--- src/rtl/green_interp_pipe_if.sv ---
// ---------------------------------------------------------------------------
// green_interp_pipe_if
// Streaming bundle for the pipelined green interpolator.
//   in_valid / in_ready     : window handshake (ready driven by the pipe)
//   in_is_green             : centre pixel is a green site
//   p_m2_p0 .. p_p2_p0      : vertical taps N2, N1, S1, S2
//   p_p0_m2 .. p_p0_p2      : horizontal taps W2, W1, E1, E2
//   p_p0_p0                 : centre tap C
//   dir_th                  : direction threshold, travels with the window
//   out_valid / out_ready   : result handshake (valid driven by the pipe)
//   green                   : interpolated green result
// Modports: master = window source / result sink, slave = the pipe.
// ---------------------------------------------------------------------------
interface green_interp_pipe_if #(
    parameter int PW   = 12,
    parameter int TH_W = 8
);
    logic            in_valid;
    logic            in_ready;
    logic            in_is_green;
    logic [PW-1:0]   p_m2_p0;
    logic [PW-1:0]   p_m1_p0;
    logic [PW-1:0]   p_p1_p0;
    logic [PW-1:0]   p_p2_p0;
    logic [PW-1:0]   p_p0_m2;
    logic [PW-1:0]   p_p0_m1;
    logic [PW-1:0]   p_p0_p1;
    logic [PW-1:0]   p_p0_p2;
    logic [PW-1:0]   p_p0_p0;
    logic [TH_W-1:0] dir_th;
    logic            out_valid;
    logic            out_ready;
    logic [PW-1:0]   green;

    modport master (
        output in_valid, in_is_green,
        output p_m2_p0, p_m1_p0, p_p1_p0, p_p2_p0,
        output p_p0_m2, p_p0_m1, p_p0_p1, p_p0_p2, p_p0_p0,
        output dir_th, out_ready,
        input  in_ready, out_valid, green
    );

    modport slave (
        input  in_valid, in_is_green,
        input  p_m2_p0, p_m1_p0, p_p1_p0, p_p2_p0,
        input  p_p0_m2, p_p0_m1, p_p0_p1, p_p0_p2, p_p0_p0,
        input  dir_th, out_ready,
        output in_ready, out_valid, green
    );
endinterface

--- src/rtl/green_interp_pipe.sv ---
// ---------------------------------------------------------------------------
// green_interp_pipe
// Three-stage pipelined Hamilton-Adams green interpolator for a Bayer CFA.
// Takes a 9-tap cross window, forms horizontal and vertical estimates, picks
// a direction from the gradients (or blends on a near-tie) and clamps the
// result to the pixel range. Green sites pass the centre tap through.
//
// Ports:
//   clk, rst        : clock, asynchronous active-high reset
//   bus (slave)     : window/result streaming bundle (green_interp_pipe_if)
//   cnt_clr         : synchronous clear of the decision counters
//   cnt_h/v/b       : counts of delivered H / V / blended decisions
//
// Optional feature: define GREEN_INTERP_STATS_EN to build the saturating
// decision counters. Without it the counter outputs are constant zero and
// cnt_clr has no effect.
// ---------------------------------------------------------------------------
module green_interp_pipe #(
    parameter int PW    = 12,
    parameter int TH_W  = 8,
    parameter int CNT_W = 16
) (
    input  logic                 clk,
    input  logic                 rst,
    green_interp_pipe_if.slave   bus,
    input  logic                 cnt_clr,
    output logic [CNT_W-1:0]     cnt_h,
    output logic [CNT_W-1:0]     cnt_v,
    output logic [CNT_W-1:0]     cnt_b
);
    localparam int SW = PW + 1;                          // neighbour pair sums
    localparam int LW = PW + 3;                          // Laplacian terms (signed)
    localparam int NW = PW + 4;                          // 4x estimates (signed)
    localparam int CW = ((LW > TH_W) ? LW : TH_W) + 1;   // gradient compare width

    typedef enum logic [1:0] {
        SEL_H = 2'd0,
        SEL_V = 2'd1,
        SEL_B = 2'd2
    } sel_t;

    // Whole pipe advances together; a full output stage blocks everything.
    logic en;

    // Stage 1
    logic            v1_q, v1_d, g1_q, g1_d;
    logic [PW-1:0]   c1_q, c1_d;
    logic [TH_W-1:0] th1_q, th1_d;
    logic [SW-1:0]   sh1_q, sh1_d, sv1_q, sv1_d;
    logic [LW-1:0]   lh1_q, lh1_d, lv1_q, lv1_d;
    logic [PW-1:0]   ah1_q, ah1_d, av1_q, av1_d;
    // Stage 2
    logic            v2_q, v2_d, g2_q, g2_d;
    logic [PW-1:0]   c2_q, c2_d;
    logic [NW-1:0]   nh2_q, nh2_d, nv2_q, nv2_d;
    sel_t            sel2_q, sel2_d;
    // Stage 3 (output)
    logic            out_valid_q, out_valid_d;
    logic [PW-1:0]   green_q, green_d;

    // Combinational datapath values
    logic [LW-1:0]   dh_c, dv_c;
    logic [CW-1:0]   dhw_c, dvw_c, thw_c;
    sel_t            sel_c;
    logic [PW-1:0]   gh_c, gv_c, res_c;
    logic [PW:0]     blend_c;

    function automatic logic [LW-1:0] abs_lw(input logic [LW-1:0] x);
        return x[LW-1] ? (~x + LW'(1)) : x;
    endfunction

    // floor(n/4) then clamp to [0, 2^PW-1]
    function automatic logic [PW-1:0] shift_clamp(input logic [NW-1:0] n);
        logic [NW-1:0] q;
        q = {{2{n[NW-1]}}, n[NW-1:2]};
        if (q[NW-1])
            return '0;
        else if (|q[NW-2:PW])
            return '1;
        else
            return q[PW-1:0];
    endfunction

    assign en            = bus.out_ready | ~out_valid_q;
    assign bus.in_ready  = en;
    assign bus.out_valid = out_valid_q;
    assign bus.green     = green_q;

    always_comb begin
        // Stage 2 gradients: first-derivative plus |Laplacian| per direction.
        dh_c  = {3'b000, ah1_q} + abs_lw(lh1_q);
        dv_c  = {3'b000, av1_q} + abs_lw(lv1_q);
        dhw_c = CW'(dh_c);
        dvw_c = CW'(dv_c);
        thw_c = CW'(th1_q);
        if ((dhw_c + thw_c) < dvw_c)
            sel_c = SEL_H;
        else if ((dvw_c + thw_c) < dhw_c)
            sel_c = SEL_V;
        else
            sel_c = SEL_B;

        // Stage 3 estimates and final pick
        gh_c    = shift_clamp(nh2_q);
        gv_c    = shift_clamp(nv2_q);
        blend_c = {1'b0, gh_c} + {1'b0, gv_c} + (PW+1)'(1);
        case (sel2_q)
            SEL_H:   res_c = gh_c;
            SEL_V:   res_c = gv_c;
            default: res_c = blend_c[PW:1];
        endcase
    end

    always_comb begin
        v1_d        = v1_q;
        g1_d        = g1_q;
        c1_d        = c1_q;
        th1_d       = th1_q;
        sh1_d       = sh1_q;
        sv1_d       = sv1_q;
        lh1_d       = lh1_q;
        lv1_d       = lv1_q;
        ah1_d       = ah1_q;
        av1_d       = av1_q;
        v2_d        = v2_q;
        g2_d        = g2_q;
        c2_d        = c2_q;
        nh2_d       = nh2_q;
        nv2_d       = nv2_q;
        sel2_d      = sel2_q;
        out_valid_d = out_valid_q;
        green_d     = green_q;
        if (en) begin
            v1_d  = bus.in_valid;
            g1_d  = bus.in_is_green;
            c1_d  = bus.p_p0_p0;
            th1_d = bus.dir_th;
            sh1_d = {1'b0, bus.p_p0_m1} + {1'b0, bus.p_p0_p1};
            sv1_d = {1'b0, bus.p_m1_p0} + {1'b0, bus.p_p1_p0};
            // Modular subtraction in LW bits gives the correct two's-complement value.
            lh1_d = {2'b00, bus.p_p0_p0, 1'b0} - {3'b000, bus.p_p0_m2} - {3'b000, bus.p_p0_p2};
            lv1_d = {2'b00, bus.p_p0_p0, 1'b0} - {3'b000, bus.p_m2_p0} - {3'b000, bus.p_p2_p0};
            ah1_d = (bus.p_p0_m1 >= bus.p_p0_p1) ? (bus.p_p0_m1 - bus.p_p0_p1)
                                                 : (bus.p_p0_p1 - bus.p_p0_m1);
            av1_d = (bus.p_m1_p0 >= bus.p_p1_p0) ? (bus.p_m1_p0 - bus.p_p1_p0)
                                                 : (bus.p_p1_p0 - bus.p_m1_p0);

            v2_d   = v1_q;
            g2_d   = g1_q;
            c2_d   = c1_q;
            nh2_d  = {2'b00, sh1_q, 1'b0} + {lh1_q[LW-1], lh1_q};
            nv2_d  = {2'b00, sv1_q, 1'b0} + {lv1_q[LW-1], lv1_q};
            sel2_d = sel_c;

            out_valid_d = v2_q;
            green_d     = g2_q ? c2_q : res_c;
        end
    end

    always_ff @(posedge clk or posedge rst) begin
        if (rst) begin
            v1_q        <= 1'b0;
            g1_q        <= 1'b0;
            c1_q        <= '0;
            th1_q       <= '0;
            sh1_q       <= '0;
            sv1_q       <= '0;
            lh1_q       <= '0;
            lv1_q       <= '0;
            ah1_q       <= '0;
            av1_q       <= '0;
            v2_q        <= 1'b0;
            g2_q        <= 1'b0;
            c2_q        <= '0;
            nh2_q       <= '0;
            nv2_q       <= '0;
            sel2_q      <= SEL_B;
            out_valid_q <= 1'b0;
            green_q     <= '0;
        end else begin
            v1_q        <= v1_d;
            g1_q        <= g1_d;
            c1_q        <= c1_d;
            th1_q       <= th1_d;
            sh1_q       <= sh1_d;
            sv1_q       <= sv1_d;
            lh1_q       <= lh1_d;
            lv1_q       <= lv1_d;
            ah1_q       <= ah1_d;
            av1_q       <= av1_d;
            v2_q        <= v2_d;
            g2_q        <= g2_d;
            c2_q        <= c2_d;
            nh2_q       <= nh2_d;
            nv2_q       <= nv2_d;
            sel2_q      <= sel2_d;
            out_valid_q <= out_valid_d;
            green_q     <= green_d;
        end
    end

`ifdef GREEN_INTERP_STATS_EN
    // Decision and site type of the word sitting in the output stage.
    logic g3_q, g3_d;
    sel_t sel3_q, sel3_d;
    logic fire;
    logic [2:0][CNT_W-1:0] cnt_all;

    always_comb begin
        g3_d   = g3_q;
        sel3_d = sel3_q;
        if (en) begin
            g3_d   = g2_q;
            sel3_d = sel2_q;
        end
    end

    always_ff @(posedge clk or posedge rst) begin
        if (rst) begin
            g3_q   <= 1'b0;
            sel3_q <= SEL_B;
        end else begin
            g3_q   <= g3_d;
            sel3_q <= sel3_d;
        end
    end

    // Count on delivery, not on acceptance, so stalled words count once.
    assign fire = out_valid_q & bus.out_ready & ~g3_q;

    for (genvar gi = 0; gi < 3; gi++) begin : g_cnt
        logic [CNT_W-1:0] cnt_q, cnt_d;
        always_comb begin
            cnt_d = cnt_q;
            if (cnt_clr)
                cnt_d = '0;
            else if (fire && (sel3_q == sel_t'(gi)) && (cnt_q != '1))
                cnt_d = cnt_q + CNT_W'(1);
        end
        always_ff @(posedge clk or posedge rst) begin
            if (rst)
                cnt_q <= '0;
            else
                cnt_q <= cnt_d;
        end
        assign cnt_all[gi] = cnt_q;
    end

    assign cnt_h = cnt_all[0];
    assign cnt_v = cnt_all[1];
    assign cnt_b = cnt_all[2];
`else
    logic unused_cnt_clr;
    assign unused_cnt_clr = cnt_clr;
    assign cnt_h = '0;
    assign cnt_v = '0;
    assign cnt_b = '0;
`endif

endmodule

--- src/flat_wrapper.sv ---
// flat-port wrapper written by rule: the top's interface ports become plain ports
module green_interp_pipe_flat 
#(
    parameter int PW    = 12,
    parameter int TH_W  = 8,
    parameter int CNT_W = 16
)
  (clk, rst, cnt_clr, cnt_h, cnt_v, cnt_b, bus_in_valid, bus_in_is_green, bus_p_m2_p0, bus_p_m1_p0, bus_p_p1_p0, bus_p_p2_p0, bus_p_p0_m2, bus_p_p0_m1, bus_p_p0_p1, bus_p_p0_p2, bus_p_p0_p0, bus_dir_th, bus_out_ready, bus_in_ready, bus_out_valid, bus_green);
  green_interp_pipe_if #(.PW(PW), .TH_W(TH_W)) bus_i ();
  input  logic clk;
  input  logic rst;
  input  logic cnt_clr;
  output logic [CNT_W-1:0] cnt_h;
  output logic [CNT_W-1:0] cnt_v;
  output logic [CNT_W-1:0] cnt_b;
  input wire logic [$bits(bus_i.in_valid)-1:0] bus_in_valid;
  input wire logic [$bits(bus_i.in_is_green)-1:0] bus_in_is_green;
  input wire logic [$bits(bus_i.p_m2_p0)-1:0] bus_p_m2_p0;
  input wire logic [$bits(bus_i.p_m1_p0)-1:0] bus_p_m1_p0;
  input wire logic [$bits(bus_i.p_p1_p0)-1:0] bus_p_p1_p0;
  input wire logic [$bits(bus_i.p_p2_p0)-1:0] bus_p_p2_p0;
  input wire logic [$bits(bus_i.p_p0_m2)-1:0] bus_p_p0_m2;
  input wire logic [$bits(bus_i.p_p0_m1)-1:0] bus_p_p0_m1;
  input wire logic [$bits(bus_i.p_p0_p1)-1:0] bus_p_p0_p1;
  input wire logic [$bits(bus_i.p_p0_p2)-1:0] bus_p_p0_p2;
  input wire logic [$bits(bus_i.p_p0_p0)-1:0] bus_p_p0_p0;
  input wire logic [$bits(bus_i.dir_th)-1:0] bus_dir_th;
  input wire logic [$bits(bus_i.out_ready)-1:0] bus_out_ready;
  output wire logic [$bits(bus_i.in_ready)-1:0] bus_in_ready;
  output wire logic [$bits(bus_i.out_valid)-1:0] bus_out_valid;
  output wire logic [$bits(bus_i.green)-1:0] bus_green;
  assign bus_i.in_valid = bus_in_valid;
  assign bus_i.in_is_green = bus_in_is_green;
  assign bus_i.p_m2_p0 = bus_p_m2_p0;
  assign bus_i.p_m1_p0 = bus_p_m1_p0;
  assign bus_i.p_p1_p0 = bus_p_p1_p0;
  assign bus_i.p_p2_p0 = bus_p_p2_p0;
  assign bus_i.p_p0_m2 = bus_p_p0_m2;
  assign bus_i.p_p0_m1 = bus_p_p0_m1;
  assign bus_i.p_p0_p1 = bus_p_p0_p1;
  assign bus_i.p_p0_p2 = bus_p_p0_p2;
  assign bus_i.p_p0_p0 = bus_p_p0_p0;
  assign bus_i.dir_th = bus_dir_th;
  assign bus_i.out_ready = bus_out_ready;
  assign bus_in_ready = bus_i.in_ready;
  assign bus_out_valid = bus_i.out_valid;
  assign bus_green = bus_i.green;
  green_interp_pipe #(.PW(PW), .TH_W(TH_W), .CNT_W(CNT_W)) u_core (.clk(clk), .rst(rst), .bus(bus_i), .cnt_clr(cnt_clr), .cnt_h(cnt_h), .cnt_v(cnt_v), .cnt_b(cnt_b));
endmodule
--- config.mk ---
export PLATFORM = sky130hd
export DESIGN_NAME = green_interp_pipe_flat
export DESIGN_NICKNAME = d
export VERILOG_FILES = /design/src/rtl/green_interp_pipe_if.sv /design/src/rtl/green_interp_pipe.sv /design/src/flat_wrapper.sv
export SDC_FILE = /design/constraint.sdc
export NUM_CORES = 1
export LEC_CHECK = 0
export ABC_AREA = 0
export BUFFER_PORTS_ARGS = -buffer_cell sky130_fd_sc_hd__buf_2
export CORE_ASPECT_RATIO = 1.5
export CORE_UTILIZATION = 55
export CTS_CLUSTER_DIAMETER = 60
export DETAILED_ROUTE_END_ITERATION = 7
export GPL_ROUTABILITY_DRIVEN = 0
export PLACE_DENSITY_LB_ADDON = 0.08
export SLEW_MARGIN = 20
export SYNTH_ARGS = -nofsm -noshare
export SYNTH_HDL_FRONTEND = slang
export SYNTH_SLANG_ARGS = --single-unit
--- constraint.sdc ---
create_clock -name clk -period 4.9 [get_ports clk]
set_input_delay 0.735 -clock clk [delete_from_list [all_inputs] [get_ports clk]]
set_output_delay 0.735 -clock clk [all_outputs]
set_load 0.005 [all_outputs]
==> results by group <==
Setup path
  • Dominant cell type by count on the critical path: a21oi_2
  • WS Path Type: reg -> reg
  • CP max stage delay: approximately 410 ps
  • Worst Path Arrival: about 5300 ps
  • Critical Path End Type: register
  • Series of cell instances along the critical path: buf_6 > o31ai_4 > xnor2_2 > ha_1 > a21oi_2 > o21ai_4 > a31oi_1 > xnor2_1 > buf_4 > ha_4 > nand2_2 > o21ai_2 > o211ai_1 > a21oi_2 > or3b_4 > or3_4 > xor2_1 > ha_1 > a21o_1 > a211o_1 > a21oi_2 > o31ai_4 > and3b_1
  • Crit Path Max Fanout: 4
  • Standard cell with the maximum stage delay on the critical path: or3b_4
  • Reg-to-reg setup timing slack: -60 ps
  • Required time at the endpoint of the critical path: around 5300 ps
  • Startpoint types: register

STA
  • Setup violation total in the final timing report: 2
  • Worst hold margin: 437 ps
  • Clock period minus worst slack: between 4000 and 5000 ps
  • Final Cycle Share: 101%
  • Count of final hold-check violations: 0
  • Relative slew slack: a little over a third
  • Transition time of the tightest slew-check pin: approximately 950 ps
  • Unrepaired setup endpoints after global routing: true
  • Max-slew violation total from the final report: 0
  • Maximum operating frequency: roughly 200 MHz
  • Clk_skew: between 8 and 9 ps
  • PnR worst setup slack: -56.0 ps

Detailed routing
  • Via count of the routed design: ~15000
  • Post-route DRC: 0
  • Vias per std cell: around 5.6
  • First drt pass iteration count: 5
  • First DRT Iteration DRCs: 727
  • Wirelength, routed: roughly 44000 um
  • Avg WL per Cell: 16.3 um
  • Routed Antenna Nets: 0

Floorplanning
  • Chip height: 214 um
  • Die X-Extent: 144 um
  • Die Area: just over 30000 sq um
  • Initial Util: between 50% and 60%
  • Io pins: approximately 180
  • Row count: 77
  • Core ar.: ~29000 sq um

Synth
  • Dominant combinational cell family by area after synthesis: compound AO/OA/AOI/OAI gates
  • Proportion of synthesized flip-flops having asynchronous set or reset: between 90% and 100%
  • Distinct cell type count of the synthesized netlist: 88
  • Portion of netlist area occupied by mux cells: between 1 and 1.5%
  • Synth Instances: 2077
  • Post-synthesis xor/xnor area fraction: under 10%
  • Synthesized cell area: 16500 sq um
  • Most used flip-flop cell after synthesis: dfrtp_1
  • Post-Synth Simple-Gate Area: around 17%
  • Post-synth EDFFs: 0
  • Register area share after synthesis: 23.8%
  • Synth Register Bits: between 150 and 200
  • Adder-cell share of the synthesized area: between 10% and 20%
  • Area fraction in compound gates after synthesis: between 20% and 30%
  • Average cell area after synthesis: 7.96 sq um
  • Number of warnings reported in the yosys synthesis log: 0

Cells and area
  • Share of cells above drive strength 1: between 10% and 20%
  • Count of non-filler cells in the finished layout: around 2700
  • Top library cells by usage in the layout, fill and taps aside: nand2_1 (221), ha_1 (219), nor2_1 (189)
  • Area growth, synth to finish: 17.8%
  • Sequential Area: between 3000 and 4000 sq um
  • Count of filler cells inserted in the layout: around 2600
  • ANT cells: 0
  • Total area of multi-input combinational cells: 12000 sq um
  • Net count, final: between 2000 and 3000
  • Most common cell after layout, fill and taps aside: nand2_1
  • Cell area after layout: 19500 sq um

Placed design
  • Placement Setup Slack: -376 ps
  • HPWL reported at the end of detailed placement: between 30000 and 40000 um
  • Placed cell count: around 2600
  • Number of I/O port buffers: between 100 and 150
  • Total placed instance area: 18100 sq um

Clock network
  • Maximum level of the CTS H-tree: 4
  • Buffer depth of the longest clock path: 2
  • Clk Latency, worst-skew pair: around 440 ps
  • Clock Pin Slew Worst Setup and Hold Paths: roughly 70 ps
  • Root buf cell: clkbuf_16
  • Sinks on Clock Net: 157
  • Number of clock buffers inserted by TritonCTS: 17
  • CTS tree: built

Global route
  • Antenna violations before repair: 0
  • Global route overflow: 0
  • Global-route wire length before repair: about 71000 um
  • Pin count of the biggest net entering global routing: about 160
  • GRT Resource Usage Total: between 20% and 30%
  • Number of global-route vias before repair: roughly 15000

Outcome
  • Run status: complete, but fails checks
  • Violations in the final reports: setup timing

Flow run
  • Number of max-cap violations: 0

Min path
  • Class of the tightest hold or removal check: in -> async
[worst paths after layout]
kind,from,endpoint,cells after the start
worst min register to register,u_core.v2_q,u_core.v2_q,2
worst max register to register,u_core.lv1_q[0],u_core.sel2_q[1],23
min in group clk,u_core.v2_q,u_core.v2_q,2
max in group asynchronous,rst,u_core.lv1_q[14],3
worst max-delay path,u_core.lv1_q[0],u_core.sel2_q[1],23
worst min-delay path,rst,u_core.th1_q[5],3
[repair_timing]
action / 4_1_cts / 5_1_grt
buffers inserted: 8 / 15
gates resized for setup: 45 / 88
setup endpoints to repair: 2 / 2
pin swaps: 23 / 78
hold buffers: 0 / 0
[metrics by stage]
step	util [%]	TNS (ps)
after floorplan	-	-61.8
after global placement	61.3	-582
after detailed placement	61.3	-705
after CTS	64.2	0
after global routing	66.0	-435
final	66.0	-61.4
[area by class of cell]
class | count | area share (%)
Sequential cell | 157 | 20.2
Inverter | 191 | 3.73
Tap cell | 395 | 2.54
Timing Repair Buffer | 266 | 8.76
Clock inverter | 14 | 0.675
Clock buffer | 18 | 2.26
Multi-Input combinational cell | 1657 | 61.8
[registers in the layout, summed over array words and instances (netlist names), 8 cells and up]
register and cells:
u_core.sv1_q 12, u_core.sh1_q 12, u_core.th1_q 8, u_core.ah1_q 12
u_core.nv2_q 14, u_core.c2_q 12, u_core.bus.green 12, u_core.lh1_q 15
u_core.c1_q 12, u_core.lv1_q 15, u_core.av1_q 12, u_core.nh2_q 14
[synthesized netlist by cell type (all sizes together) (5+ instances only)]
| master | n | share of area (%) |
|---|---|---|
| a2111oi | 5 | 0.38 |
| a211o | 8 | 0.42 |
| a211oi | 31 | 1.4 |
| a21boi | 10 | 0.45 |
| a21o | 39 | 1.8 |
| a21oi | 191 | 5.8 |
| a31o | 6 | 0.32 |
| a31oi | 11 | 0.42 |
| and2 | 14 | 0.54 |
| and3 | 7 | 0.26 |
| buf | 63 | 2.7 |
| clkbuf | 56 | 1.3 |
| dfrtp | 156 | 24 |
| fa | 17 | 2.1 |
| ha | 229 | 17 |
| inv | 189 | 4.3 |
| mux2 | 6 | 0.41 |
| mux2i | 15 | 0.91 |
| nand2 | 228 | 5.2 |
| nand2b | 19 | 0.72 |
| nand3 | 20 | 0.61 |
| nand3b | 10 | 0.45 |
| nand4 | 8 | 0.30 |
| nor2 | 193 | 4.4 |
| nor2b | 31 | 1.2 |
| nor3 | 55 | 1.7 |
| nor3b | 5 | 0.23 |
| nor4 | 5 | 0.19 |
| o2111ai | 6 | 0.39 |
| o211ai | 9 | 0.41 |
| o21a | 14 | 0.64 |
| o21ai | 127 | 3.9 |
| o21bai | 24 | 1.1 |
| o31ai | 16 | 0.81 |
| or2 | 12 | 0.45 |
| or3 | 10 | 0.41 |
| xnor2 | 123 | 6.5 |
| xor2 | 50 | 2.6 |
[cell families (layout without fill, tap and decap cells)]
kind of cell / after synthesis / in the layout
simple gates: 631 / 631
compound gates: 538 / 538
xor+xnor: 173 / 173
other cells: 1 / 48
flops: 157 / 157
mux: 21 / 21
buf+inv: 310 / 489
fa+ha+maj: 246 / 246
[worst max-delay path: cells and delay by family, from the launching register on]
kind	cells	cell delay, ps
AO/OA/AOI/OAI	11	1940
AND/OR/NAND/NOR	4	990
adder cells (fa/ha/maj)	3	840
XOR/XNOR	3	410
flip-flops	1	400
buffers and inverters	2	310
[layer usage]
| layer | track usage, % | wire length, um |
|---|---|---|
| met1 | 32.1 | 17300 |
| met2 | 53.8 | 23400 |
| met3 | 3.04 | 1070 |
| met4 | 15.7 | 2300 |
| met5 | 0 | 0 |
Power is left out: the tool's default activity adds up to more than one toggle a clock period on the data nets, which glitch-free logic cannot reach.
